===== config.mk =====
export PLATFORM = sky130hd
export DESIGN_NAME = oled_spi_rx
export DESIGN_NICKNAME = d
export VERILOG_FILES = /design/src/rtl/oled_pkg.sv /design/src/rtl/oled_spi_shift.sv /design/src/rtl/oled_spi_rx.sv
export SDC_FILE = /design/constraint.sdc
export NUM_CORES = 1
export LEC_CHECK = 0
export BUFFER_PORTS_ARGS = -buffer_cell sky130_fd_sc_hd__buf_2
export CAP_MARGIN = 10
export CELL_PAD_IN_SITES_DETAIL_PLACEMENT = 1
export CELL_PAD_IN_SITES_GLOBAL_PLACEMENT = 1
export CORE_MARGIN = 8
export CORE_UTILIZATION = 40
export DETAILED_ROUTE_END_ITERATION = 10
export GPL_ROUTABILITY_DRIVEN = 0
export PLACE_DENSITY_LB_ADDON = 0.1
export SLEW_MARGIN = 20
export SYNTH_ARGS = -nofsm -noshare
export SYNTH_HDL_FRONTEND = slang
export SYNTH_SLANG_ARGS = --single-unit

===== constraint.sdc =====
create_clock -name clk_in_1MHz -period 1.7 [get_ports clk_in_1MHz]
set_clock_uncertainty 0.05 [all_clocks]
set_input_delay 0.51 -clock clk_in_1MHz [delete_from_list [all_inputs] [get_ports clk_in_1MHz]]
set_output_delay 0.51 -clock clk_in_1MHz [all_outputs]
set_load 0.05 [all_outputs]

===== src/rtl/oled_pkg.sv =====
// Shared definitions for the OLED SPI link: geometry, command opcodes,
// the two-byte opcode set and the 9-bit {dc,byte} word exchanged with the
// transmitter.
package oled_pkg;

  localparam int unsigned COLS_DEF  = 128;
  localparam int unsigned PAGES_DEF = 4;
  localparam int unsigned AW_DEF    = 10;
  localparam int unsigned COL_W     = 7;
  localparam int unsigned PAGE_W    = 3;
  localparam int unsigned CNT_W     = 16;
  localparam int unsigned BIT_CNT_W = 3;

  localparam logic [7:0] CMD_DISP_OFF    = 8'hAE;
  localparam logic [7:0] CMD_DISP_ON     = 8'hAF;
  localparam logic [7:0] CMD_PAGE_BASE   = 8'hB0;
  localparam logic [7:0] CMD_COL_LO_BASE = 8'h00;
  localparam logic [7:0] CMD_COL_HI_BASE = 8'h10;

  // Opcodes followed by exactly one argument byte.
  localparam int unsigned N_TWO_BYTE = 9;
  localparam logic [N_TWO_BYTE-1:0][7:0] TWO_BYTE_OPS = {
    8'h81, 8'hA8, 8'hD3, 8'hD5, 8'hD9, 8'hDA, 8'hDB, 8'h20, 8'h8D
  };

  // One byte on the wire, qualified by DC (1 = data, 0 = command).
  typedef struct packed {
    logic       dc;
    logic [7:0] data;
  } oled_word_t;

  typedef enum logic {
    ST_CMD = 1'b0,
    ST_ARG = 1'b1
  } dec_state_t;

  function automatic logic is_two_byte(input logic [7:0] op);
    logic hit;
    hit = 1'b0;
    for (int i = 0; i < int'(N_TWO_BYTE); i++) begin
      if (op == TWO_BYTE_OPS[i]) hit = 1'b1;
    end
    return hit;
  endfunction

endpackage


===== src/rtl/oled_spi_shift.sv =====
// SPI byte deserialiser for the OLED link: SCK rise detect, MSB-first shift,
// bit counter and CS-high abort of partial bytes.
// Build option: OLED_RX_SYNC_EN adds a 2-flop synchroniser on every wire input.
// Ports:
//   clk_in_1MHz, rst_n_in          clock, async active-low reset
//   oled_cs/dc/sck/mosi            serial link inputs
//   byte_done_c, word_c            combinational: byte completes on this edge
//   rx_valid, rx_byte, rx_dc       registered one-cycle byte report
module oled_spi_shift
  import oled_pkg::*;
(
  input  logic       clk_in_1MHz,
  input  logic       rst_n_in,
  input  logic       oled_cs,
  input  logic       oled_dc,
  input  logic       oled_sck,
  input  logic       oled_mosi,
  output logic       byte_done_c,
  output oled_word_t word_c,
  output logic       rx_valid,
  output logic [7:0] rx_byte,
  output logic       rx_dc
);

  logic cs_s, dc_s, sck_s, mosi_s;

`ifdef OLED_RX_SYNC_EN
  logic [1:0] cs_sync, dc_sync, sck_sync, mosi_sync;

  // Two-flop synchronisers; CS resets deasserted (high).
  always_ff @(posedge clk_in_1MHz or negedge rst_n_in) begin
    if (!rst_n_in) begin
      cs_sync   <= 2'b11;
      dc_sync   <= 2'b00;
      sck_sync  <= 2'b00;
      mosi_sync <= 2'b00;
    end else begin
      cs_sync   <= {cs_sync[0], oled_cs};
      dc_sync   <= {dc_sync[0], oled_dc};
      sck_sync  <= {sck_sync[0], oled_sck};
      mosi_sync <= {mosi_sync[0], oled_mosi};
    end
  end

  assign cs_s   = cs_sync[1];
  assign dc_s   = dc_sync[1];
  assign sck_s  = sck_sync[1];
  assign mosi_s = mosi_sync[1];
`else
  assign cs_s   = oled_cs;
  assign dc_s   = oled_dc;
  assign sck_s  = oled_sck;
  assign mosi_s = oled_mosi;
`endif

  logic                 sck_q;
  logic [BIT_CNT_W-1:0] bit_cnt;
  logic [6:0]           shift_q;
  logic                 rise_c;

  assign rise_c      = sck_s & ~sck_q;
  assign byte_done_c = rise_c & ~cs_s & (bit_cnt == BIT_CNT_W'(7));
  // The 8th bit is taken straight from MOSI so the byte is ready on its edge.
  assign word_c      = '{dc: dc_s, data: {shift_q, mosi_s}};

  // Edge detect, shift register and bit counter.
  always_ff @(posedge clk_in_1MHz or negedge rst_n_in) begin
    if (!rst_n_in) begin
      sck_q   <= 1'b0;
      bit_cnt <= '0;
      shift_q <= '0;
    end else begin
      sck_q <= sck_s;
      if (cs_s) begin
        bit_cnt <= '0;
      end else if (rise_c) begin
        shift_q <= {shift_q[5:0], mosi_s};
        bit_cnt <= bit_cnt + BIT_CNT_W'(1);
      end
    end
  end

  // Byte report, one cycle after the completing edge.
  always_ff @(posedge clk_in_1MHz or negedge rst_n_in) begin
    if (!rst_n_in) begin
      rx_valid <= 1'b0;
      rx_byte  <= '0;
      rx_dc    <= 1'b0;
    end else begin
      rx_valid <= byte_done_c;
      if (byte_done_c) begin
        rx_byte <= word_c.data;
        rx_dc   <= word_c.dc;
      end
    end
  end

endmodule


===== src/rtl/oled_spi_rx.sv =====
// Receive-side model of the 4-wire OLED SPI link. Deserialises bytes, decodes
// the page-addressing command subset and turns data bytes into GDDRAM write
// strobes at an auto-incrementing {page,col} cursor.
// Build option: OLED_RX_SYNC_EN synchronises the link inputs (adds 2 cycles).
// Ports:
//   clk_in_1MHz, rst_n_in          clock, async active-low reset
//   oled_cs/dc/sck/mosi            serial link inputs
//   rx_valid, rx_byte, rx_dc       byte log
//   wr_en, wr_addr, wr_data        GDDRAM write strobe
//   cur_page, cur_col              cursor
//   disp_on, cmd_cnt               display state, saturating command count
module oled_spi_rx
  import oled_pkg::*;
#(
  parameter int unsigned COLS  = COLS_DEF,
  parameter int unsigned PAGES = PAGES_DEF,
  parameter int unsigned AW    = AW_DEF
) (
  input  logic              clk_in_1MHz,
  input  logic              rst_n_in,
  input  logic              oled_cs,
  input  logic              oled_dc,
  input  logic              oled_sck,
  input  logic              oled_mosi,
  output logic              rx_valid,
  output logic [7:0]        rx_byte,
  output logic              rx_dc,
  output logic              wr_en,
  output logic [AW-1:0]     wr_addr,
  output logic [7:0]        wr_data,
  output logic [PAGE_W-1:0] cur_page,
  output logic [COL_W-1:0]  cur_col,
  output logic              disp_on,
  output logic [CNT_W-1:0]  cmd_cnt
);

  localparam logic [PAGE_W-1:0] PAGE_MAX = PAGE_W'(PAGES - 1);
  localparam logic [COL_W-1:0]  COL_LAST = COL_W'(COLS - 1);

  logic       byte_done_c;
  oled_word_t word_c;

  oled_spi_shift u_shift (
    .clk_in_1MHz (clk_in_1MHz),
    .rst_n_in    (rst_n_in),
    .oled_cs     (oled_cs),
    .oled_dc     (oled_dc),
    .oled_sck    (oled_sck),
    .oled_mosi   (oled_mosi),
    .byte_done_c (byte_done_c),
    .word_c      (word_c),
    .rx_valid    (rx_valid),
    .rx_byte     (rx_byte),
    .rx_dc       (rx_dc)
  );

  // Write strobe is registered on the completing edge so it lines up with rx_valid.
  always_ff @(posedge clk_in_1MHz or negedge rst_n_in) begin
    if (!rst_n_in) begin
      wr_en   <= 1'b0;
      wr_addr <= '0;
      wr_data <= '0;
    end else begin
      wr_en <= byte_done_c & word_c.dc;
      if (byte_done_c & word_c.dc) begin
        wr_addr <= AW'({cur_page, cur_col});
        wr_data <= word_c.data;
      end
    end
  end

  dec_state_t              state_q, state_d;
  logic [PAGE_W-1:0]       page_d;
  logic [COL_W-1:0]        col_d;
  logic                    disp_d;
  logic [CNT_W-1:0]        cnt_d;

  // Decode state and cursor registers.
  always_ff @(posedge clk_in_1MHz or negedge rst_n_in) begin
    if (!rst_n_in) begin
      state_q  <= ST_CMD;
      cur_page <= '0;
      cur_col  <= '0;
      disp_on  <= 1'b0;
      cmd_cnt  <= '0;
    end else begin
      state_q  <= state_d;
      cur_page <= page_d;
      cur_col  <= col_d;
      disp_on  <= disp_d;
      cmd_cnt  <= cnt_d;
    end
  end

  // Command decode and cursor advance, acting on the logged byte.
  always_comb begin
    state_d = state_q;
    page_d  = cur_page;
    col_d   = cur_col;
    disp_d  = disp_on;
    cnt_d   = cmd_cnt;
    if (rx_valid) begin
      if (rx_dc) begin
        // A data byte also terminates a pending argument wait.
        state_d = ST_CMD;
        col_d   = (cur_col == COL_LAST) ? '0 : cur_col + COL_W'(1);
      end else begin
        if (cmd_cnt != '1) cnt_d = cmd_cnt + CNT_W'(1);
        if (state_q == ST_ARG) begin
          state_d = ST_CMD;
        end else if (rx_byte[7:3] == CMD_PAGE_BASE[7:3]) begin
          page_d = (rx_byte[2:0] > PAGE_MAX) ? PAGE_MAX : rx_byte[2:0];
        end else if (rx_byte[7:4] == CMD_COL_LO_BASE[7:4]) begin
          col_d[3:0] = rx_byte[3:0];
        end else if (rx_byte[7:3] == CMD_COL_HI_BASE[7:3]) begin
          col_d[6:4] = rx_byte[2:0];
        end else if (rx_byte == CMD_DISP_OFF) begin
          disp_d = 1'b0;
        end else if (rx_byte == CMD_DISP_ON) begin
          disp_d = 1'b1;
        end else if (is_two_byte(rx_byte)) begin
          state_d = ST_ARG;
        end
      end
    end
  end

endmodule


# Yosys cells after proc, flatten, opt, wreduce, memory -nomap -nowiden
# Cells that the tools add are included.
# totals
register_bits	68
latch_bits	0
ramBits	0
rom_bits	0
in_bits	6
out_inout_bits	56
word_cells	97
n_memories	0
# op_classes
n_addsub	3
mul	0
n_div	0
order_cmp	1
n_eq_ne	19
shift	0
muxes	37
n_bitwise	11
reduce_logical	11
# ops
operator	count
== test 8 bit (second input constant)	10
2-to-1 mux 7 bit	4
2-to-1 mux 1 bit	27
adder 16 x 1 -> 16 bit (second input constant)	1
!= test 16 bit (second input constant)	1
2-to-1 mux 3 bit	5
== test 8 x 6 -> 1 bit (second input constant)	1
AND reduction 4 bit	2
nonzero test 2 bit	4
adder 7 x 1 -> 7 bit (second input constant)	1
== test 7 bit (second input constant)	1
NOT 1 bit	7
AND reduction 7 bit	1
!= test 2 x 1 -> 1 bit (second input constant)	3
== test 5 x 2 -> 1 bit (second input constant)	1
== test 5 bit (second input constant)	1
AND reduction 5 bit	1
bitwise AND 1 bit	4
logical NOT 4 bit	1
2-to-1 mux 4 bit	1
adder 3 x 1 -> 3 bit (second input constant)	1
== test 3 bit (second input constant)	1
greater-than comparator 3 x 2 -> 1 bit (second input constant)	1
AND reduction 3 bit	1
AND reduction 2 bit	1

# Depth between registers and ports, before layout
# logic_depth
word_depth	26
mapped_depth	6

# By module
# From an unflattened synthesis, not the netlist that was laid out.
# hier_totals
cells_unflattened	271
area_unflattened_um2	3251.9
# modules_own_cells
mod	instances	cells_each	area_per_inst_um2	seq_area_each_um2
oled_spi_rx	1	220	2378.5	1176.1
oled_spi_shift	1	51	873.3	525.5

# Least setup slack after synthesis
# Ideal clock, no wire load.
# synth_path
path_kind	reg-to-reg
startpoint	register u_shift.rx_byte[2]
endpoint	register disp_on
setup_time_ns	0.128
arrival_time_ns	1.907
required_ns	1.522
setup_slack_ns	-0.385
path_stages_with_launch	6
n_path_buf	1
synth_period_minus_slack_ns	2.085
path_cell_list	dfrtp_1 buf_4 or3b_1 or2_1 nor3_2 mux2_1
# synth_via
elab_chain_len	3
word_cells_on_any_way	5
classes_between	eq/ne (2); mux (1); reduce/logical (2)
# synth_lines
item	line	source
start, declared	oled_spi_shift.sv:21	output logic [7:0] rx_byte,
start signal, assigned	oled_spi_shift.sv:92	rx_byte <= word_c.data;
== test 8 bit, on equally long branches	oled_spi_rx.sv:117, oled_spi_rx.sv:119	
nonzero test 2 bit (no source line)	--	
AND reduction 7 bit (no source line)	--	
end signal, assigned	oled_spi_rx.sv:90	disp_on <= disp_d;
end, declared	oled_spi_rx.sv:33	output logic disp_on,
# Parallel ways exist; a longest one is shown, timed or not.
# A chain may end at the register's enable or synchronous reset.

# Worst setup path in the final report
# layout_path
startpoint	register u_shift.rx_byte[4]
endpoint	register disp_on
# layout_via
elab_chain_len	3
word_cells_on_any_way	11
classes_between	eq/ne (4); mux (1); bitwise (3); reduce/logical (3)
# layout_lines
item	line	source
== test 8 bit (tied with other cells)	oled_spi_rx.sv:117	end else if (rx_byte == CMD_DISP_OFF) begin
nonzero test 2 bit (no source line) or NOT 1 bit (tied branches)	--	
AND reduction 7 bit (no source line)	--	
# Parallel ways exist; a longest one is shown, timed or not.

==> key figures <==
Outcome
  – Status: finished clean

Clocking
  – CTS H-Tree Depth: 3
  – CTS Buffer Depth: 2
  – CTS tree: built
  – Clock Tree Root: clkbuf_8
  – CTS Buf Count: 9
  – Clk_lat worst skew: 0.34 ns
  – CTS clock-pin slew for the worst setup and hold paths: 0.08 ns
  – Clock sink count: 68

Critical path
  – CP max FO: 2
  – WS Path Type: flip-flop to flip-flop
  – Setup crit start kind: flip-flop
  – CP required: 1.88 ns
  – WP data arrival: 1.85 ns
  – FF-to-FF path depth: 4
  – CP Capture Type: flip-flop

Floorplanning
  – Full die area: 11260 sq um
  – Placeable Area: 8051 sq um
  – Die H: 106.1 um
  – Initial Utilization: 0.4034
  – Core Rows: 33
  – I/O Pins: 62
  – Die width: 106.1 um

Yosys
  – Main synth FF type: dfrtp_1
  – Synthesized area: 3248 sq um
  – Post-synth top cells: dfrtp_1, mux2_4, mux2_2, nor2_1, nand2_1
  – Syn_nets: 274
  – FF+latch count, synth: 68
  – Async SR Flop Fraction: 1.000
  – Post-synth EDFFs: 0
  – Synth warn: 0
  – Top cells by area, synth: dfrtp_1, mux2_4, mux2_2
  – Most common cell in the synthesized netlist: dfrtp_1
  – Yosys top cell by area: dfrtp_1
  – Share of the synthesized area in the top cell type: 0.5239
  – Synth unique cells: 57
  – Seq/Total Area, Yosys: 0.5239
  – Mapped Avg Cell Area: 12.30 sq um
  – Synthesized instance count: 264

Global routing
  – Grt peak-use layer: met2
  – Initial antenna violation count: 0
  – Met2 GRT Util: 0.2315
  – GRT Total Usage: 0.1489
  – Vias in the first global route: 2568
  – Largest net degree at the start of global routing: 69
  – Met1 GRT Util: 0.1957
  – First-pass GRT wire length: 13430 um
  – Final global-route overflow total: 0
  – GRT met3 Usage: 0.03146

Final layout
  – Fraction of layout cells with a size suffix above 1: 0.5496
  – Area Growth Syn to Fin: 37.10%
  – Fin nets: 378
  – Inserted Diodes: 0
  – Fillers: 858

Timing
  – Worst Tran Pin Value: 0.4207 ns
  – Tcrit/Tclk final: 0.9853
  – Hold Violations, Final: 0
  – RSZ-0062 raised after global routing: true
  – Relative slew slack: 0.7174
  – Max Freq: 0.5970 GHz
  – TNS Setup: 0 ns
  – Final min period: 1.675 ns
  – Final worst setup slack: 0.02496 ns
  – Final setup vio count: 0
  – Slew Viols, Final: 0

Power and ir drop
  – Static leakage: 2.261 nW
  – Power Dens Cells: 787.2 nW/um^2
  – Worst vdd ir: 0.5423 mV

Detailed routing
  – Drt first pass iters: 4
  – DRC: 0
  – Vias: 2435
  – Vias per cell: 5.094
  – Routed wire length: 8354 um
  – Post-route ant nets: 0
  – Drt first-iter violations: 55
  – WL/cell: 17.48 um

Hold path
  – Worst hold path type: input port to asynchronous set/reset pin

Job
  – Max_cap viols: 0

Place
  – Detailed-placement wirelength estimate: 5693 um
  – Port bufs: 61
  – DP Worst Slack: -0.03412 ns
## per-stage QoR
step	hold slack, ns	instance area (sq um)	total power, mW	utilization	cells
6_report	0.1200	4453	3.505	0.5531	478
3_3_place_gp	0.4193	4029	1.929	0.5004	457
4_1_cts	0.1367	4348	3.543	0.5400	475
3_5_place_dp	0.4269	4029	1.935	0.5004	457
5_1_grt	0.1354	4453	3.643	0.5531	478
2_1_floorplan	0.1644	3367	1.849	-	264
## final timing paths
kind,to,from,slack (ns)
worst min-delay path,cmd_cnt[14],rst_n_in,0.12
max in group asynchronous,u_shift.rx_byte[6],rst_n_in,1.15
worst min register to register,cmd_cnt[10],cmd_cnt[10],0.43
worst max register to register,disp_on,u_shift.rx_byte[4],0.02
min in group clk_in_1MHz,u_shift.sck_q,oled_sck,0.33
worst max-delay path,disp_on,u_shift.rx_byte[4],0.02
## cell type report
type / count / area (sq um) / area share
timing repair buffer: 102 / 758.2 / 0.1703
sequential: 68 / 1742 / 0.3911
tap: 105 / 131.4 / 0.02950
clock inverter: 4 / 97.59 / 0.02192
multi-input combinational: 179 / 1559 / 0.3501
clock buffer: 12 / 135.1 / 0.03035
inverter: 8 / 30.03 / 0.006743
## flip-flops by register name, summed over array words and instances, names as in the netlist, 3 cells and up
signal and flops:
u_shift.bit_cnt 3, cur_col 7, wr_addr 10, wr_data 8, u_shift.rx_byte 8, u_shift.shift_q 7, cur_page 3, cmd_cnt 16
## routing by layer
| metal | share of wire | routed length, um | up-vias |
|---|---|---|---|
| met5 | 0 | 0 | - |
| met4 | 0.012 | 99 | 0 |
| met3 | 0.047 | 393 | 6 |
| met2 | 0.47 | 3951 | 44 |
| met1 | 0.47 | 3910 | 1221 |
| li1 | - | - | 1164 |
## cell usage in the layout (no fill, tap or decap), types with 4 or more instances in the layout
| cell type | instances |
|---|---|
| and3_1 | 5 |
| buf_2 | 42 |
| buf_4 | 47 |
| buf_6 | 4 |
| clkbuf_8 | 9 |
| dfrtp_1 | 36 |
| dfrtp_2 | 32 |
| inv_1 | 7 |
| mux2_2 | 16 |
| mux2_4 | 21 |
| mux2i_1 | 4 |
| nand2_1 | 15 |
| nand3_1 | 9 |
| nand4_1 | 4 |
| nor2_1 | 16 |
| nor2b_1 | 4 |
| nor3_1 | 4 |
| o21ai_0 | 6 |
| xnor2_1 | 4 |
| xor2_1 | 8 |
## logic make-up (layout without fill, tap and decap cells)
logic type / count (synthesis) / in the layout / share of synthesized area
compound gates: 30 / 30 / 0.06549
xor+xnor: 12 / 12 / 0.03236
fa+ha+maj: 4 / 4 / 0.01541
buf+inv: 17 / 126 / 0.02696
flops: 68 / 68 / 0.5239
mux: 41 / 41 / 0.1626
simple gates: 92 / 92 / 0.1733
## repair_timing
action | CTS | global route
pin swaps | 0 | 1
setup endpoints to repair | 23 | 29
setup buffers | 1 | 2
gates cloned | 1 | 1
hold buffers | 0 | 0
gates resized for setup | 18 | 24
## power breakdown
part	switching (mW)	leakage, nW	internal, mW
Sequential	0.0707	0.878	1.69
Combinational	0.0627	1.27	0.0801
Clock	0.623	0.111	0.977
## critical path, cell delays in order (launching register included)
cell	delay, ns
dfrtp_2	0.40
or3b_1	0.40
or2_1	0.25
nor3_2	0.15
mux2_4	0.31
Power figures use the tool's default switching activity.
